## config.mk

```make
export PLATFORM = sky130hd
export DESIGN_NAME = dmem_arbiter
export DESIGN_NICKNAME = d
export VERILOG_FILES = /design/src/rtl/dmem_arbiter.sv
export SDC_FILE = /design/constraint.sdc
export NUM_CORES = 1
export LEC_CHECK = 0
export CAP_MARGIN = 30
export CORE_MARGIN = 2
export CORE_UTILIZATION = 28
export CTS_CLUSTER_SIZE = 24
export DETAILED_ROUTE_END_ITERATION = 8
export GPL_TIMING_DRIVEN = 1
export PLACE_DENSITY = 0.82
export SYNTH_ARGS = -nofsm -noshare
export SYNTH_HDL_FRONTEND = slang
export SYNTH_SLANG_ARGS = --single-unit
```

## constraint.sdc

```tcl
create_clock -name clk -period 2.7 [get_ports clk]
set_clock_uncertainty 0.15 [all_clocks]
set_input_delay 0.405 -clock clk [delete_from_list [all_inputs] [get_ports clk]]
set_output_delay 0.405 -clock clk [all_outputs]
set_load 0.01 [all_outputs]
```

## src/rtl/dmem_arbiter.sv

```systemverilog
// Two-port round-robin arbiter for a single-ported data memory, with a bounded
// lock so one port can run uninterrupted read-modify-write sequences.
module dmem_arbiter #(
    parameter int AW       = 8,
    parameter int DW       = 16,
    parameter int MAX_LOCK = 8
) (
    input  logic          clk,
    input  logic          rst,
    input  logic          p0_req_i,
    input  logic          p0_we_i,
    input  logic          p0_lock_i,
    input  logic [AW-1:0] p0_addr_i,
    input  logic [DW-1:0] p0_wdata_i,
    output logic          p0_gnt_o,
    output logic          p0_rvalid_o,
    output logic [DW-1:0] p0_rdata_o,
    input  logic          p1_req_i,
    input  logic          p1_we_i,
    input  logic          p1_lock_i,
    input  logic [AW-1:0] p1_addr_i,
    input  logic [DW-1:0] p1_wdata_i,
    output logic          p1_gnt_o,
    output logic          p1_rvalid_o,
    output logic [DW-1:0] p1_rdata_o,
    output logic [AW-1:0] m_addr_o,
    output logic          m_rd_o,
    output logic          m_wr_o,
    output logic [DW-1:0] m_wdata_o,
    input  logic [DW-1:0] m_rdata_i,
    output logic [1:0]    state_o
);
    // Handshake: a port holds req and its command stable until it sees gnt=1
    // in the same cycle; gnt is combinational and the access happens that cycle.
    typedef enum logic [1:0] {IDLE = 2'd0, OWN0 = 2'd1, OWN1 = 2'd2} state_e;

    localparam int LCW = $clog2(MAX_LOCK + 1);
    localparam logic [LCW-1:0] LAST_CNT = LCW'(MAX_LOCK - 1);

    state_e         state_q, state_d;
    logic           prio_q, prio_d;
    logic [LCW-1:0] lock_cnt_q, lock_cnt_d;
    logic [1:0]     rvalid_q, rvalid_d;
    logic           gnt0, gnt1;

    always_ff @(posedge clk) begin
        if (rst) begin
            state_q    <= IDLE;
            prio_q     <= 1'b0;
            lock_cnt_q <= '0;
            rvalid_q   <= 2'b00;
        end else begin
            state_q    <= state_d;
            prio_q     <= prio_d;
            lock_cnt_q <= lock_cnt_d;
            rvalid_q   <= rvalid_d;
        end
    end

    always_comb begin
        gnt0       = 1'b0;
        gnt1       = 1'b0;
        state_d    = state_q;
        prio_d     = prio_q;
        lock_cnt_d = lock_cnt_q;
        if (!rst) begin
            case (state_q)
                IDLE: begin
                    if (p0_req_i && (!p1_req_i || !prio_q)) gnt0 = 1'b1;
                    else if (p1_req_i)                      gnt1 = 1'b1;
                    // Entering a lock counts this grant as the first locked one.
                    if (gnt0) begin
                        if (p0_lock_i) begin
                            state_d    = OWN0;
                            lock_cnt_d = LCW'(1);
                        end else begin
                            prio_d = 1'b1;
                        end
                    end
                    if (gnt1) begin
                        if (p1_lock_i) begin
                            state_d    = OWN1;
                            lock_cnt_d = LCW'(1);
                        end else begin
                            prio_d = 1'b0;
                        end
                    end
                end
                OWN0: begin
                    gnt0 = p0_req_i;
                    if (gnt0) lock_cnt_d = lock_cnt_q + LCW'(1);
                    if (!p0_lock_i || (gnt0 && lock_cnt_q == LAST_CNT)) begin
                        state_d    = IDLE;
                        prio_d     = 1'b1;
                        lock_cnt_d = '0;
                    end
                end
                OWN1: begin
                    gnt1 = p1_req_i;
                    if (gnt1) lock_cnt_d = lock_cnt_q + LCW'(1);
                    if (!p1_lock_i || (gnt1 && lock_cnt_q == LAST_CNT)) begin
                        state_d    = IDLE;
                        prio_d     = 1'b0;
                        lock_cnt_d = '0;
                    end
                end
                default: begin
                    state_d    = IDLE;
                    lock_cnt_d = '0;
                end
            endcase
        end
    end

    always_comb begin
        m_addr_o  = '0;
        m_wdata_o = '0;
        m_rd_o    = 1'b0;
        m_wr_o    = 1'b0;
        if (gnt0) begin
            m_addr_o  = p0_addr_i;
            m_wdata_o = p0_wdata_i;
            m_rd_o    = !p0_we_i;
            m_wr_o    = p0_we_i;
        end else if (gnt1) begin
            m_addr_o  = p1_addr_i;
            m_wdata_o = p1_wdata_i;
            m_rd_o    = !p1_we_i;
            m_wr_o    = p1_we_i;
        end
    end

    assign rvalid_d    = {gnt1 & ~p1_we_i, gnt0 & ~p0_we_i};
    assign p0_gnt_o    = gnt0;
    assign p1_gnt_o    = gnt1;
    // A read in flight when rst arrives never reports back.
    assign p0_rvalid_o = rvalid_q[0] & ~rst;
    assign p1_rvalid_o = rvalid_q[1] & ~rst;
    assign p0_rdata_o  = m_rdata_i;
    assign p1_rdata_o  = m_rdata_i;
    assign state_o     = state_q;

endmodule

```

==> flow_metrics.tcl <==
set metrics [dict create \
    p_comb_frac 0.545 \
    synth_cell_types 42 \
    fin_tns_setup_ns 0 \
    cts_tree "built" \
    clock_latency_ns 0.23 \
    wl_per_cell_um 14.0 \
    io_pins 136 \
    swShare 0.311 \
    cap_violations 0 \
    grt-ovfl-total 0 \
    power.density_mw_per_mm2 344 \
    post_cts_buffers 0 \
    ys_seq_area_frac 0.150 \
    syn_inst 144 \
    coreArea_sq_mm 0.00406 \
    drtIter0Drc 26 \
    dpl_worst_slack_ns -0.212 \
    drive_gt1_frac 0.119 \
    switchingPower_uw 213 \
    die_w_um 69.6 \
    crit_path_end_kind "primary output" \
    vias 1283 \
    period_needed_ns 2.59 \
    syn_area_sq_mm 0.00120 \
    cts_root_buf "clkbuf_8" \
    p_int_uw 471 \
    hold_buffers 0 \
    chipHeight_um 69.6 \
    cp_data_required_time_ns 2.14 \
    dp_hpwl_mm 3.03 \
    route.final.wire_length_mm 3.64 \
    path_class "input port to primary output" \
    layout_common_cells "clkdlybuf4s50_1 (60), a22o_1 (24), dlygate4sd2_1 (23)" \
    finalCoreUtilization 0.491 \
    port_buffers 87 \
    async_flop_share 0 \
    synth_area_per_cell_sq_um 8.37 \
    ant_nets 0 \
    numCtsBuffers 3 \
    hp-class "register to register" \
    worst_slew_pin_slew_ns 0.314 \
    clock_path_buffers 2 \
    drv_slew 0 \
    finalSetupViolCount 0 \
    arrival_ns 2.03 \
    grt_max_degree 26 \
    htree_levels 1 \
    clock_sinks 9 \
    power.clock.fraction 0.229 \
    final_common_cell "clkdlybuf4s50_1" \
    post-route-drc-count 0 \
    clkSlewWorstSetupHoldPaths_ns 0.04 \
    firstDrtPassIters 4 \
    grt_pass1_vias 1264 \
    peakVddDrop_mv 0.231 \
    rsz0062_at_grt "no" \
    row_count 23 \
    critPathLaunchType "input port" \
    final_net_count 288 \
    final_cells 260 \
    period_share 0.959 \
    clock.fmax_mhz 386 \
    area.growth.synth_to_final_pct 65.2 \
    p_leak_nw 0.907 \
    relSlewSlack 0.790 \
    antennaDiodeCount 0 \
    synthesis.nets 221 \
    dieArea_sq_mm 0.00484 \
    synth_edf_count 0 \
    antenna_found_initial 0 \
    grt_usage 0.151 \
    viasPerCell 4.93 \
    gp_congestion 0.906 \
    grt_pass1_wl_mm 6.01 \
    fillers 392 \
    ys_ff_latch 9 \
    start_util 0.297 \
    pwr-share-seq 0.226 \
    hold_viol_final 0 \
    yosys_warnings 0 \
    synth-main-ff-cell "dfxtp_1" \
    outcome "finished clean" \
    path_max_fanout 25 \
    placed_cells 256 \
    setup_slack_ns 0.110 \
]
-- worst paths after layout --
kind | start | endpoint | slack (ns) | cells past startpoint
max | p0_req_i | m_wdata_o[15] | 0.11 | 7
max reg2reg | state_o[0]$_SDFFE_PP0P_ | prio_q$_SDFFE_PP0P_ | 0.60 | 7
min | lock_cnt_q[1]$_SDFFE_PP0P_ | lock_cnt_q[1]$_SDFFE_PP0P_ | 0.37 | 2
min reg2reg | lock_cnt_q[1]$_SDFFE_PP0P_ | lock_cnt_q[1]$_SDFFE_PP0P_ | 0.37 | 2
-- cell type report --
type	count	area (sq um)	share of cell area
Timing Repair Buffer	100	967	0.486
Inverter	5	18.8	0.00943
Sequential cell	9	180	0.0905
Tap cell	50	62.6	0.0314
Multi-Input combinational cell	92	717	0.360
Clock buffer	4	45.0	0.0226
-- kinds of logic (layout without fill, tap and decap cells) --
family	count (synthesis)	count (layout)	share of synthesized area
simple gates	41	41	0.216
flops	9	9	0.150
compound gates	45	45	0.318
buf+inv	43	109	0.255
mux	1	1	0.00935
fa+ha+maj	5	5	0.0519
-- worst max-delay path: stages --
cell and delay [ns]:
clkdlybuf4s50_1 0.47, or2b_1 0.25, a21oi_2 0.20, nor3b_4 0.07, buf_12 0.16, a22o_1 0.19, dlygate4sd2_1 0.28
-- power by group through the flow --
stage                     Clock, mW  Combinational, mW  Sequential [mW]
after floorplan                   0              0.225            0.157
after global placement            0              0.397            0.156
after detailed placement          0              0.401            0.157
after CTS                     0.162              0.376            0.154
after global routing          0.175              0.406            0.156
final                         0.157              0.373            0.155
-- routing by layer --
metal  global-route usage  up-vias  share of wire
li1                     -      633              -
met1                0.185      573           0.41
met2                0.249       66           0.48
met3               0.0305       11          0.082
met4               0.0741        0          0.024
met5                    0        -              0
-- cells in the mapped netlist, types with 2 or more instances --
cell	number	area, sq um
a22o_1	24	210
nor2b_1	3	18.8
nand3_1	4	20.0
a211oi_1	2	15.0
ha_1	5	62.6
buf_4	32	240
or3_1	2	12.5
inv_1	5	18.8
nor3b_1	3	22.5
dfxtp_1	9	180
nand2_1	5	18.8
a21oi_1	3	15.0
o21ai_0	3	15.0
nor2_1	3	11.3
a31oi_1	3	18.8
buf_6	3	33.8
buf_2	3	15.0
nand2b_1	2	12.5
nand3b_1	3	22.5
nor3_1	4	20.0
or2b_1	2	15.0
-- flip-flops by register name, summed over array words and instances (netlist names) --
register	flops
lock_cnt_q	4
rvalid_q	2
prio_q	1
state_o	2
-- what timing repair did --
action                                  in CTS  in global routing
endpoints found under the hold margin        0                  0
resized for setup                           26                  5
pin swaps                                    1                  2
endpoints found under the setup margin      26                 26
-- metrics by stage --
| stage | cell area [sq um] | power (mW) | hold slack [ns] |
|---|---|---|---|
| 2_1_floorplan | 1200 | 0.382 | 0.318 |
| 3_3_place_gp | 1970 | 0.554 | 0.351 |
| 3_5_place_dp | 1970 | 0.558 | 0.361 |
| 4_1_cts | 1980 | 0.691 | 0.372 |
| 5_1_grt | 1990 | 0.737 | 0.404 |
| 6_report | 1990 | 0.684 | 0.368 |
Note: power is estimated with default switching activity, not from simulation.
